## src/rtl/alu_mc_pkg.sv

```systemverilog
// alu_mc_pkg: shared types and encodings for the multi-cycle ALU.
//   state_e  - control FSM states
//   md_op_e  - operation selector for the iterative mul/div unit
//   CTRL_*   - {funct7[5], funct3} encodings of the single-cycle ops
//   MF3_*    - funct3 codes of the M-group ops
package alu_mc_pkg;

  typedef enum logic [1:0] {
    S_IDLE,
    S_BUSY,
    S_DONE
  } state_e;

  typedef enum logic [1:0] {
    MD_MUL,
    MD_DIVU,
    MD_REMU
  } md_op_e;

  localparam logic [3:0] CTRL_ADD  = 4'b0000;
  localparam logic [3:0] CTRL_SUB  = 4'b1000;
  localparam logic [3:0] CTRL_SLL  = 4'b0001;
  localparam logic [3:0] CTRL_SLT  = 4'b0010;
  localparam logic [3:0] CTRL_SLTU = 4'b0011;
  localparam logic [3:0] CTRL_XOR  = 4'b0100;
  localparam logic [3:0] CTRL_SRL  = 4'b0101;
  localparam logic [3:0] CTRL_SRA  = 4'b1101;
  localparam logic [3:0] CTRL_OR   = 4'b0110;
  localparam logic [3:0] CTRL_AND  = 4'b0111;

  localparam logic [2:0] MF3_MUL   = 3'b000;
  localparam logic [2:0] MF3_DIVU  = 3'b101;
  localparam logic [2:0] MF3_REMU  = 3'b111;

endpackage

```

## src/rtl/alu_mc_muldiv.sv

```systemverilog
// alu_mc_muldiv: iterative unsigned multiply (low half, shift-add) and
// restoring divide, one bit per cycle, WIDTH iterations per op.
//   clk, rst  - clock, synchronous active-high reset
//   start     - load operands and op, begin iterating next cycle
//   op        - MD_MUL / MD_DIVU / MD_REMU
//   a, b      - operands (multiplicand/multiplier or dividend/divisor)
//   done      - high during the final iteration cycle
//   result    - value produced by the final iteration (valid with done)
module alu_mc_muldiv
  import alu_mc_pkg::*;
#(
  parameter int unsigned WIDTH = 32
) (
  input  logic             clk,
  input  logic             rst,
  input  logic             start,
  input  md_op_e           op,
  input  logic [WIDTH-1:0] a,
  input  logic [WIDTH-1:0] b,
  output logic             done,
  output logic [WIDTH-1:0] result
);

  localparam int unsigned CNT_W = $clog2(WIDTH + 1);

  logic             busy_q, busy_d;
  logic [CNT_W-1:0] cnt_q, cnt_d;
  md_op_e           op_q, op_d;
  // acc: running product, or partial remainder
  // x:   shifting multiplicand, or dividend shifting out / quotient shifting in
  // y:   shifting multiplier, or divisor
  logic [WIDTH-1:0] acc_q, acc_d;
  logic [WIDTH-1:0] x_q, x_d;
  logic [WIDTH-1:0] y_q, y_d;
  logic [WIDTH:0]   rem_sh;

  always_comb begin
    busy_d = busy_q;
    cnt_d  = cnt_q;
    op_d   = op_q;
    acc_d  = acc_q;
    x_d    = x_q;
    y_d    = y_q;
    rem_sh = {acc_q, x_q[WIDTH-1]};
    if (start) begin
      busy_d = 1'b1;
      cnt_d  = CNT_W'(WIDTH);
      op_d   = op;
      acc_d  = '0;
      x_d    = a;
      y_d    = b;
    end else if (busy_q) begin
      cnt_d = cnt_q - CNT_W'(1);
      if (cnt_q == CNT_W'(1)) begin
        busy_d = 1'b0;
      end
      if (op_q == MD_MUL) begin
        if (y_q[0]) begin
          acc_d = acc_q + x_q;
        end
        x_d = {x_q[WIDTH-2:0], 1'b0};
        y_d = {1'b0, y_q[WIDTH-1:1]};
      end else begin
        // Divide by zero falls out naturally: every trial subtract of 0
        // succeeds, giving an all-ones quotient and remainder == dividend.
        if (rem_sh >= {1'b0, y_q}) begin
          acc_d = rem_sh[WIDTH-1:0] - y_q;
          x_d   = {x_q[WIDTH-2:0], 1'b1};
        end else begin
          acc_d = rem_sh[WIDTH-1:0];
          x_d   = {x_q[WIDTH-2:0], 1'b0};
        end
      end
    end
  end

  // done/result look at the final iteration's next-state so the owner can
  // latch the answer on the same edge the last iteration completes.
  always_comb begin
    done   = busy_q && (cnt_q == CNT_W'(1));
    result = (op_q == MD_DIVU) ? x_d : acc_d;
  end

  always_ff @(posedge clk) begin
    if (rst) begin
      busy_q <= 1'b0;
      cnt_q  <= '0;
      op_q   <= MD_MUL;
      acc_q  <= '0;
      x_q    <= '0;
      y_q    <= '0;
    end else begin
      busy_q <= busy_d;
      cnt_q  <= cnt_d;
      op_q   <= op_d;
      acc_q  <= acc_d;
      x_q    <= x_d;
      y_q    <= y_d;
    end
  end

endmodule

```

## src/rtl/alu_mc.sv

```systemverilog
// alu_mc: ALU with single-cycle base ops and an iterative M-group
// (mul / divu / remu). Valid/ready handshakes on both sides.
//   clk, rst            - clock, synchronous active-high reset
//   in_valid, in_ready  - op handshake; in_ready only in IDLE
//   input_a, input_b    - operands
//   ctrl                - {funct7[5], funct3}
//   m_ext               - select M-group (ctrl[2:0] picks the op)
//   out_valid, out_ready- result handshake
//   out, is_zero        - result and its zero flag, held while out_valid
module alu_mc
  import alu_mc_pkg::*;
#(
  parameter int unsigned WIDTH   = 32,
  parameter int unsigned SHAMT_W = $clog2(WIDTH)
) (
  input  logic             clk,
  input  logic             rst,
  input  logic             in_valid,
  output logic             in_ready,
  input  logic [WIDTH-1:0] input_a,
  input  logic [WIDTH-1:0] input_b,
  input  logic [3:0]       ctrl,
  input  logic             m_ext,
  output logic             out_valid,
  input  logic             out_ready,
  output logic [WIDTH-1:0] out,
  output logic             is_zero
);

  state_e           state_q, state_d;
  logic [WIDTH-1:0] out_q, out_d;
  logic             zero_q, zero_d;

  logic             accept;
  logic             md_sel;
  md_op_e           md_op;
  logic             md_start;
  logic             md_done;
  logic [WIDTH-1:0] md_result;
  logic [WIDTH-1:0] alu_res;
  logic [SHAMT_W-1:0] shamt;

  assign accept   = in_valid & in_ready;
  assign md_start = accept & md_sel;

  // M-group decode; unsupported M codes fall through to the inline path.
  always_comb begin
    md_sel = 1'b0;
    md_op  = MD_MUL;
    if (m_ext) begin
      unique case (ctrl[2:0])
        MF3_MUL:  begin md_sel = 1'b1; md_op = MD_MUL;  end
        MF3_DIVU: begin md_sel = 1'b1; md_op = MD_DIVU; end
        MF3_REMU: begin md_sel = 1'b1; md_op = MD_REMU; end
        default:  begin md_sel = 1'b0; md_op = MD_MUL;  end
      endcase
    end
  end

  always_comb begin
    shamt   = input_b[SHAMT_W-1:0];
    alu_res = '0;
    if (!m_ext) begin
      unique case (ctrl)
        CTRL_ADD:  alu_res = input_a + input_b;
        CTRL_SUB:  alu_res = input_a - input_b;
        CTRL_SLL:  alu_res = input_a << shamt;
        CTRL_SLT:  alu_res = WIDTH'($signed(input_a) < $signed(input_b));
        CTRL_SLTU: alu_res = WIDTH'(input_a < input_b);
        CTRL_XOR:  alu_res = input_a ^ input_b;
        CTRL_SRL:  alu_res = input_a >> shamt;
        CTRL_SRA:  alu_res = $unsigned($signed(input_a) >>> shamt);
        CTRL_OR:   alu_res = input_a | input_b;
        CTRL_AND:  alu_res = input_a & input_b;
        default:   alu_res = '0;
      endcase
    end
  end

  alu_mc_muldiv #(
    .WIDTH(WIDTH)
  ) u_muldiv (
    .clk   (clk),
    .rst   (rst),
    .start (md_start),
    .op    (md_op),
    .a     (input_a),
    .b     (input_b),
    .done  (md_done),
    .result(md_result)
  );

  // Next-state
  always_comb begin
    state_d = state_q;
    unique case (state_q)
      S_IDLE:  if (accept) state_d = md_sel ? S_BUSY : S_DONE;
      S_BUSY:  if (md_done) state_d = S_DONE;
      S_DONE:  if (out_ready) state_d = S_IDLE;
      default: state_d = S_IDLE;
    endcase
  end

  // Result capture: at accept for inline ops, at the last iteration for M ops.
  always_comb begin
    out_d  = out_q;
    zero_d = zero_q;
    if (state_q == S_IDLE && accept && !md_sel) begin
      out_d  = alu_res;
      zero_d = (alu_res == '0);
    end else if (state_q == S_BUSY && md_done) begin
      out_d  = md_result;
      zero_d = (md_result == '0);
    end
  end

  // Outputs
  always_comb begin
    in_ready  = (state_q == S_IDLE);
    out_valid = (state_q == S_DONE);
    out       = out_q;
    is_zero   = zero_q;
  end

  always_ff @(posedge clk) begin
    if (rst) begin
      state_q <= S_IDLE;
      out_q   <= '0;
      zero_q  <= 1'b0;
    end else begin
      state_q <= state_d;
      out_q   <= out_d;
      zero_q  <= zero_d;
    end
  end

endmodule

```

## config.mk

```make
export PLATFORM = sky130hd
export DESIGN_NAME = alu_mc
export DESIGN_NICKNAME = d
export VERILOG_FILES = /design/src/rtl/alu_mc_pkg.sv /design/src/rtl/alu_mc_muldiv.sv /design/src/rtl/alu_mc.sv
export SDC_FILE = /design/constraint.sdc
export NUM_CORES = 1
export LEC_CHECK = 0
export BUFFER_PORTS_ARGS = -buffer_cell sky130_fd_sc_hd__buf_2
export CORE_MARGIN = 1
export CORE_UTILIZATION = 35
export CTS_CLUSTER_SIZE = 30
export DETAILED_ROUTE_END_ITERATION = 8
export PLACE_DENSITY = 0.57
export SETUP_SLACK_MARGIN = 0.1
export SYNTH_ARGS = -nofsm -noshare
export SYNTH_HDL_FRONTEND = slang
export SYNTH_SLANG_ARGS = --single-unit
```

## constraint.sdc

```tcl
create_clock -name clk -period 10.5 [get_ports clk]
set_input_delay 1.05 -clock clk [delete_from_list [all_inputs] [get_ports clk]]
set_output_delay 1.05 -clock clk [all_outputs]
set_load 0.005 [all_outputs]
```

==> results of run 1 <==
==> state kept, by name, summed over array words and instances (netlist names) <==
| signal | flops |
|---|---|
| is_zero | 1 |
| out | 32 |
| state_q | 2 |
| u_muldiv.acc_q | 32 |
| u_muldiv.busy_q | 1 |
| u_muldiv.cnt_q | 6 |
| u_muldiv.op_q | 2 |
| u_muldiv.x_q | 32 |
| u_muldiv.y_q | 32 |
==> layout make-up <==
class | instances | share of cell area
Clock inverter | 13 | 0.007373
Inverter | 149 | 0.02702
Clock buffer | 19 | 0.02139
Timing Repair Buffer | 159 | 0.04497
Tap cell | 696 | 0.04206
Sequential cell | 140 | 0.1354
Multi-Input combinational cell | 2272 | 0.7217
==> per-layer routing <==
| metal | wire (um) | part of all wire |
|---|---|---|
| met5 | 18 | 0.00019 |
| met4 | 4144 | 0.044 |
| met3 | 6883 | 0.072 |
| met2 | 43790 | 0.46 |
| met1 | 40260 | 0.42 |
==> cell families (layout without fill, tap and decap cells) <==
group / Yosys count / in the layout
buffers and inverters: 342 / 340
DFF: 140 / 140
xor gates and xnor gates: 82 / 82
AOI/OAI and AO/OA: 1008 / 1008
adders and majority gates: 169 / 169
and+or+nand+nor: 900 / 900
muxes: 113 / 113
==> tightest hold or removal path: stages (launching register included) <==
cell                      delay, ns
sky130_fd_sc_hd__dfxtp_1       0.31
sky130_fd_sc_hd__nand2_1       0.05
sky130_fd_sc_hd__a21oi_1       0.05
==> power by group <==
part | switching [mW] | internal (mW) | total (mW)
registers | 0.0232 | 0.551 | 0.574
clock network | 0.270 | 0.363 | 0.632
logic | 0.632 | 0.299 | 0.931
==> Yosys cell counts (26+ instances only) <==
master	number	area share
sky130_fd_sc_hd__o211ai_1	42	0.017
sky130_fd_sc_hd__o21ai_0	217	0.057
sky130_fd_sc_hd__nand2b_1	26	0.0086
sky130_fd_sc_hd__a221oi_1	42	0.019
sky130_fd_sc_hd__a21o_1	31	0.012
sky130_fd_sc_hd__nor2_1	344	0.068
sky130_fd_sc_hd__mux2i_1	83	0.044
sky130_fd_sc_hd__o22ai_1	55	0.018
sky130_fd_sc_hd__a31oi_1	35	0.012
sky130_fd_sc_hd__xor2_1	32	0.015
sky130_fd_sc_hd__nand3_1	38	0.010
sky130_fd_sc_hd__inv_1	148	0.029
sky130_fd_sc_hd__ha_1	165	0.11
sky130_fd_sc_hd__clkbuf_1	153	0.030
sky130_fd_sc_hd__a211oi_1	108	0.043
sky130_fd_sc_hd__nor3_1	60	0.016
sky130_fd_sc_hd__nand4_1	31	0.010
sky130_fd_sc_hd__dfxtp_1	140	0.15
sky130_fd_sc_hd__xnor2_1	50	0.023
sky130_fd_sc_hd__nor2b_1	28	0.0092
sky130_fd_sc_hd__nand2_1	261	0.052
sky130_fd_sc_hd__a21oi_1	235	0.062
==> metrics by stage <==
step	power (mW)	hold WS, ns
global route	2.226	0.4919
global placement	1.489	0.4498
floorplan	1.180	0.4483
CTS	2.119	0.4611
finish	2.138	0.4584
detailed placement	1.488	0.4522
==> worst max-delay path by stage <==
stage,start,end,slack (ns),depth (start not counted)
after floorplan,input_b[1],out[25],5.13,17
after global placement,input_b[1],is_zero,4.23,17
after detailed placement,input_b[1],is_zero,4.10,17
after CTS,input_b[1],is_zero,4.54,17
after global routing,input_b[1],is_zero,4.15,17
final,input_b[1],is_zero,4.41,16
==> metrics.md, run 1 <==
| Metric | Value |
|---|---|
| Result of the run | `complete, but fails checks` |
| Failing checks | `max-capacitance violations` |
| Endpoints failing hold | `0` |
| Main combinational cell family by area after synthesis | `compound AO/OA/AOI/OAI gates` |
| Worst stage delay on the critical path | `0.89 ns` |
| Nets | `2,981` |
| Width of the die | `235.1 um` |
| Share of the yosys chip area belonging to registers | `0.1473` |
| Crit path time final | `6.095 ns` |
| Global-route track usage on met3 | `0.03553` |
| Area share of fa/ha/maj cells after synthesis | `0.1127` |
| Syn. warnings | `0` |
| Syn_nets | `2,996` |
| DRC Markers | `0` |
| Required time of the critical path | `10.85 ns` |
| Placed instance area | `20,110 sq um` |
| Total half-perimeter wirelength after legalization and detailed placement | `76.04 mm` |
| Hold Buf Count CTS | `0` |
| Count of buffers from port buffering | `107` |
| Crit end category | `register` |
| Reg-to-reg setup timing slack | `4.74 ns` |
| Main flop type after synthesis | `sky130_fd_sc_hd__dfxtp_1` |
| WL/cell | `27.58 um` |
| Wire length of the first global-routing pass | `139.0 mm` |
| Simple logic cell fraction of the synthesized area | `0.2139` |
| Buffers inserted during post-CTS setup optimization | `0` |
| RSZ-0062 raised after global routing | `false` |
| WP buf/inv | `3` |
| R2r startpoint | `u_muldiv.y_q[13]` |
| Hold Startpoint | `out[30]` |
| Proportion of synthesized area in mux cells | `0.06499` |
| Sequence of cells on the critical path | `buf_2 > buf_4 > inv_2 > ha_1 > nor2_1 > o311ai_0 > a211oi_1 > a211oi_1 > o21bai_1 > a41o_1 > o41ai_1 > nand4_1 > or3_1 > nor4_1 > nand3_1 > o311ai_2` |
| Met2 Resource Use GR | `0.5485` |
| Type of element launching the critical path | `input port` |
| Row count | `85` |
| Overall track demand over capacity in global routing | `0.3330` |
| Cell Count, Final, Fillers Out | `3,448` |
| Layer with the highest usage | `met2` |
| Initial core utilization | `0.3542` |
| R2R depth | `16` |
| Max cap viols | `1` |
| Placer's final routability congestion estimate | `1.026` |
| Cell seen most often among critical-path stages | `sky130_fd_sc_hd__a211oi_1` |
| XOR/XNOR Fraction of Synth Area | `0.03776` |
| Commonest cells after routing, fill and taps aside | `sky130_fd_sc_hd__nor2_1 (341), sky130_fd_sc_hd__nand2_1 (261), sky130_fd_sc_hd__a21oi_1 (235)` |
| Signal arrival time at the worst endpoint | `6.44 ns` |
| Number of gates given a new drive strength after cts | `0` |
| Core footprint | `53,710 sq um` |
| Static Leak | `8.506 nW` |
| Number of global-route vias before repair | `20,989` |
| Largest net degree at the start of global routing | `79` |
| Ports | `108` |
| Cell count after synthesis | `2,754` |
| Clock tree root buffer cell | `sky130_fd_sc_hd__clkbuf_16` |
| Worst-path cell with the longest stage delay | `sky130_fd_sc_hd__o311ai_0` |
| Final setup viols | `0` |
| Pre-CTS setup slack | `4.097 ns` |
| ANT cells | `0` |
| Worst flop-to-flop path endpoint | `is_zero` |
| Classification of the worst setup path | `input port to register` |
| Number of placed cells counting well taps | `3,416` |
| Fraction of synthesis flops using an asynchronous set or reset pin | `0` |
| Number of vias per cell | `6.453` |
| Crit share post-route | `0.5804` |
| Worst min path class | `register to register` |
| Worst-path maximum fanout | `35` |
| Final ANT Viol Nets | `0` |
| Skew-Pair Late Insertion Delay | `0.44 ns` |
| Filler cells | `5,739` |
| Category of cells accounting for the largest share of critical-path delay | `compound AO/OA/AOI/OAI gates` |
| First-pass detailed-route iteration total | `9` |
| Clk pin slew, worst setup/hold paths | `0.06 ns` |
| Count of different cell masters after synthesis | `90` |
| Achievable Freq | `164.1 MHz` |
| Synth Register Bits | `140` |
| Deepest level of the CTS H-tree | `4` |
| Number of DRC violations after detailed-routing iteration 0 | `2,495` |
| Final non-filler cell area | `20,700 sq um` |
| Area growth from synthesis to final layout | `8.841%` |
| Slew at the pin closest to its max-slew limit | `1.422 ns` |
| Antenna violations before repair | `2` |
| Total wire length after detailed routing | `95.09 mm` |
| Final-report max-slew violation count | `0` |
| Syn Std Cell Area | `19,020 sq um` |
| Fin worst setup slack | `4.405 ns` |
| Worst hold path cell count | `2` |
| TritonCTS Buffers | `17` |
| TritonCTS clock tree | `built` |
| Terminating pin of the worst hold path | `out[30]` |
| Number of buffers between clock root and the deepest sink | `2` |
| Core utilization of the finished layout | `0.3855` |
| Layout cell share with drive strength beyond 1 | `0.09629` |
| Area used by multi-input combinational logic | `14,940 sq um` |
| Number of flops mapped to enable cells by yosys | `0` |
| Power Dens Cells | `103.3 nW/um^2` |
| Skew final | `0.01214 ns` |
| Slew HR | `0.02781` |
| Via count | `22,250` |
| Met1 Use GR | `0.4374` |
| Average instance area after synthesis | `6.907 sq um` |
| Setup TNS | `0 ns` |
| Footprint of the flip-flops and latches | `2804 sq um` |
| Largest vdd supply drop | `99.77 uV` |
| Fraction of the mapped netlist area in compound gates | `0.3536` |
| Die ar. | `55,280 sq um` |
| Commonest non-fill, non-tap cell in the layout | `sky130_fd_sc_hd__nor2_1` |
| Die span in y | `235.1 um` |
| Total congestion overflow | `0` |
| Clock Sink Count | `140` |
Note: power is estimated with default switching activity, not from simulation.
==> run 2, diff against run 1 <==
clock period = 5.8 ns   (was 10.5 ns; I/O delays follow)
==> run 2 against run 1 <==
Net effect:
- the run now ends clean
- via count rose by 2.6%
- combinational power grew 85%
- sequential cell count stayed put
- global-route usage rose by 1.1 points
- final cell count grew 0.99%
- clock skew fell by 0.0038 ns
- clock power increased by 77%
- first-iteration DRC count rose by 14%
==> metrics.md, run 2 (synthesis results as in run 1) <==
| Metric | Value |
|---|---|
| Worst setup path start | `u_muldiv.acc_q[7]` |
| Ports | `108` |
| Number of global-route vias before repair | `21,617` |
| Worst-path cell with the longest stage delay | `sky130_fd_sc_hd__ha_1` |
| Final non-filler cell area | `20,940 sq um` |
| First-pass detailed-route iteration total | `9` |
| Skew final | `0.008308 ns` |
| Hold slack final | `0.4542 ns` |
| Slew HR | `0.2528` |
| Commonest non-fill, non-tap cell in the layout | `sky130_fd_sc_hd__nor2_1` |
| WP buf/inv | `0` |
| Hold Buf Count CTS | `0` |
| Worst-path maximum fanout | `8` |
| Row count | `85` |
| Wire length of the first global-routing pass | `143.1 mm` |
| Crit path time final | `5.244 ns` |
| Slew at the pin closest to its max-slew limit | `1.117 ns` |
| Placer's final routability congestion estimate | `1.012` |
| Nets | `3,015` |
| Clock tree root buffer cell | `sky130_fd_sc_hd__clkbuf_16` |
| Total half-perimeter wirelength after legalization and detailed placement | `79.92 mm` |
| Type of element launching the critical path | `register` |
| Largest net degree at the start of global routing | `64` |
| Achievable Freq | `190.7 MHz` |
| WL/cell | `28.32 um` |
| Worst min path class | `input port to register` |
| Endpoints failing hold | `0` |
| Classification of the worst setup path | `register to register` |
| RSZ-0062 raised after global routing | `false` |
| Skew-Pair Late Insertion Delay | `0.46 ns` |
| TritonCTS Buffers | `17` |
| Fin worst setup slack | `0.5560 ns` |
| Clk pin slew, worst setup/hold paths | `0.07 ns` |
| Sequence of cells on the critical path | `ha_1 > nand4_1 > nor4_1 > o21ai_0 > a21oi_1 > or2_1 > mux2i_1 > o31ai_1 > nor4bb_1 > nand4_1 > nor4_1 > nand4_1 > or4_1 > o311ai_2` |
| Placed instance area | `20,360 sq um` |
| Setup TNS | `0 ns` |
| Crit end category | `register` |
| Count of buffers from port buffering | `107` |
| Buffers inserted during post-CTS setup optimization | `0` |
| Via count | `22,829` |
| Result of the run | `complete, no violations` |
| Core footprint | `53,710 sq um` |
| Total congestion overflow | `0` |
| Number of DRC violations after detailed-routing iteration 0 | `2,833` |
| Final setup viols | `0` |
| Width of the die | `235.1 um` |
| Initial core utilization | `0.3542` |
| Number of buffers between clock root and the deepest sink | `2` |
| Footprint of the flip-flops and latches | `2804 sq um` |
| Max cap viols | `0` |
| Commonest cells after routing, fill and taps aside | `sky130_fd_sc_hd__nor2_1 (341), sky130_fd_sc_hd__nand2_1 (261), sky130_fd_sc_hd__a21oi_1 (235)` |
| R2r startpoint | `u_muldiv.acc_q[7]` |
| Filler cells | `5,797` |
| Category of cells accounting for the largest share of critical-path delay | `simple AND/OR/NAND/NOR gates` |
| Die ar. | `55,280 sq um` |
| Worst stage delay on the critical path | `0.57 ns` |
| Largest vdd supply drop | `220.4 uV` |
| Number of placed cells counting well taps | `3,450` |
| Overall track demand over capacity in global routing | `0.3444` |
| Final ANT Viol Nets | `0` |
| Core utilization of the finished layout | `0.3899` |
| Power Dens Cells | `185.4 nW/um^2` |
| Area growth from synthesis to final layout | `10.08%` |
| Crit share post-route | `0.9041` |
| Area used by multi-input combinational logic | `14,940 sq um` |
| Cell seen most often among critical-path stages | `sky130_fd_sc_hd__nand4_1` |
| Deepest level of the CTS H-tree | `4` |
| Cell Count, Final, Fillers Out | `3,482` |
| Number of gates given a new drive strength after cts | `0` |
| ANT cells | `0` |
| Total design power | `3.881 mW` |
| TritonCTS clock tree | `built` |
| Total wire length after detailed routing | `98.63 mm` |
| Die span in y | `235.1 um` |
| Antenna violations before repair | `3` |
| Pre-CTS setup slack | `0.6440 ns` |
| Hold Startpoint | `input_b[31]` |
| Clock Sink Count | `140` |
| Number of vias per cell | `6.556` |
| Signal arrival time at the worst endpoint | `5.62 ns` |
| Final-report max-slew violation count | `0` |
| Static Leak | `8.661 nW` |
| DRC Markers | `0` |
| Required time of the critical path | `6.18 ns` |
| Layout cell share with drive strength beyond 1 | `0.1077` |
run 2: metal layers:
metal | vias up | global-route usage | wire length (um)
li1 | 10276 | - | -
met1 | 10990 | 0.4499 | 40880
met2 | 1306 | 0.5534 | 44200
met3 | 255 | 0.03917 | 7748
met4 | 2 | 0.1878 | 5780
met5 | - | 0 | 14
run 2: worst paths after layout:
kind                       to  slack, ns  cells after the start
max reg2reg           is_zero       0.56                     14
max                   is_zero       0.56                     14
min reg2reg           out[30]       0.46                      2
min          u_muldiv.y_q[31]       0.45                      3
run 2: final cells by class:
type | count | area share
inverter | 149 | 0.02671
clock inverter | 14 | 0.006513
clock buffer | 18 | 0.02097
timing repair buffer | 193 | 0.05665
sequential | 140 | 0.1339
tap | 696 | 0.04159
multi-input combinational | 2272 | 0.7137
run 2: worst min-delay path, stage by stage:
cell                      delay (ns)
sky130_fd_sc_hd__buf_2          0.14
sky130_fd_sc_hd__nand2_1        0.09
sky130_fd_sc_hd__a21oi_1        0.06
run 2: power by group:
| part | switching (mW) | internal [mW] | total [mW] |
|---|---|---|---|
| logic | 1.16 | 0.559 | 1.72 |
| registers | 0.0453 | 0.998 | 1.04 |
| clock network | 0.533 | 0.583 | 1.12 |
| total | 1.74 | 2.14 | 3.88 |
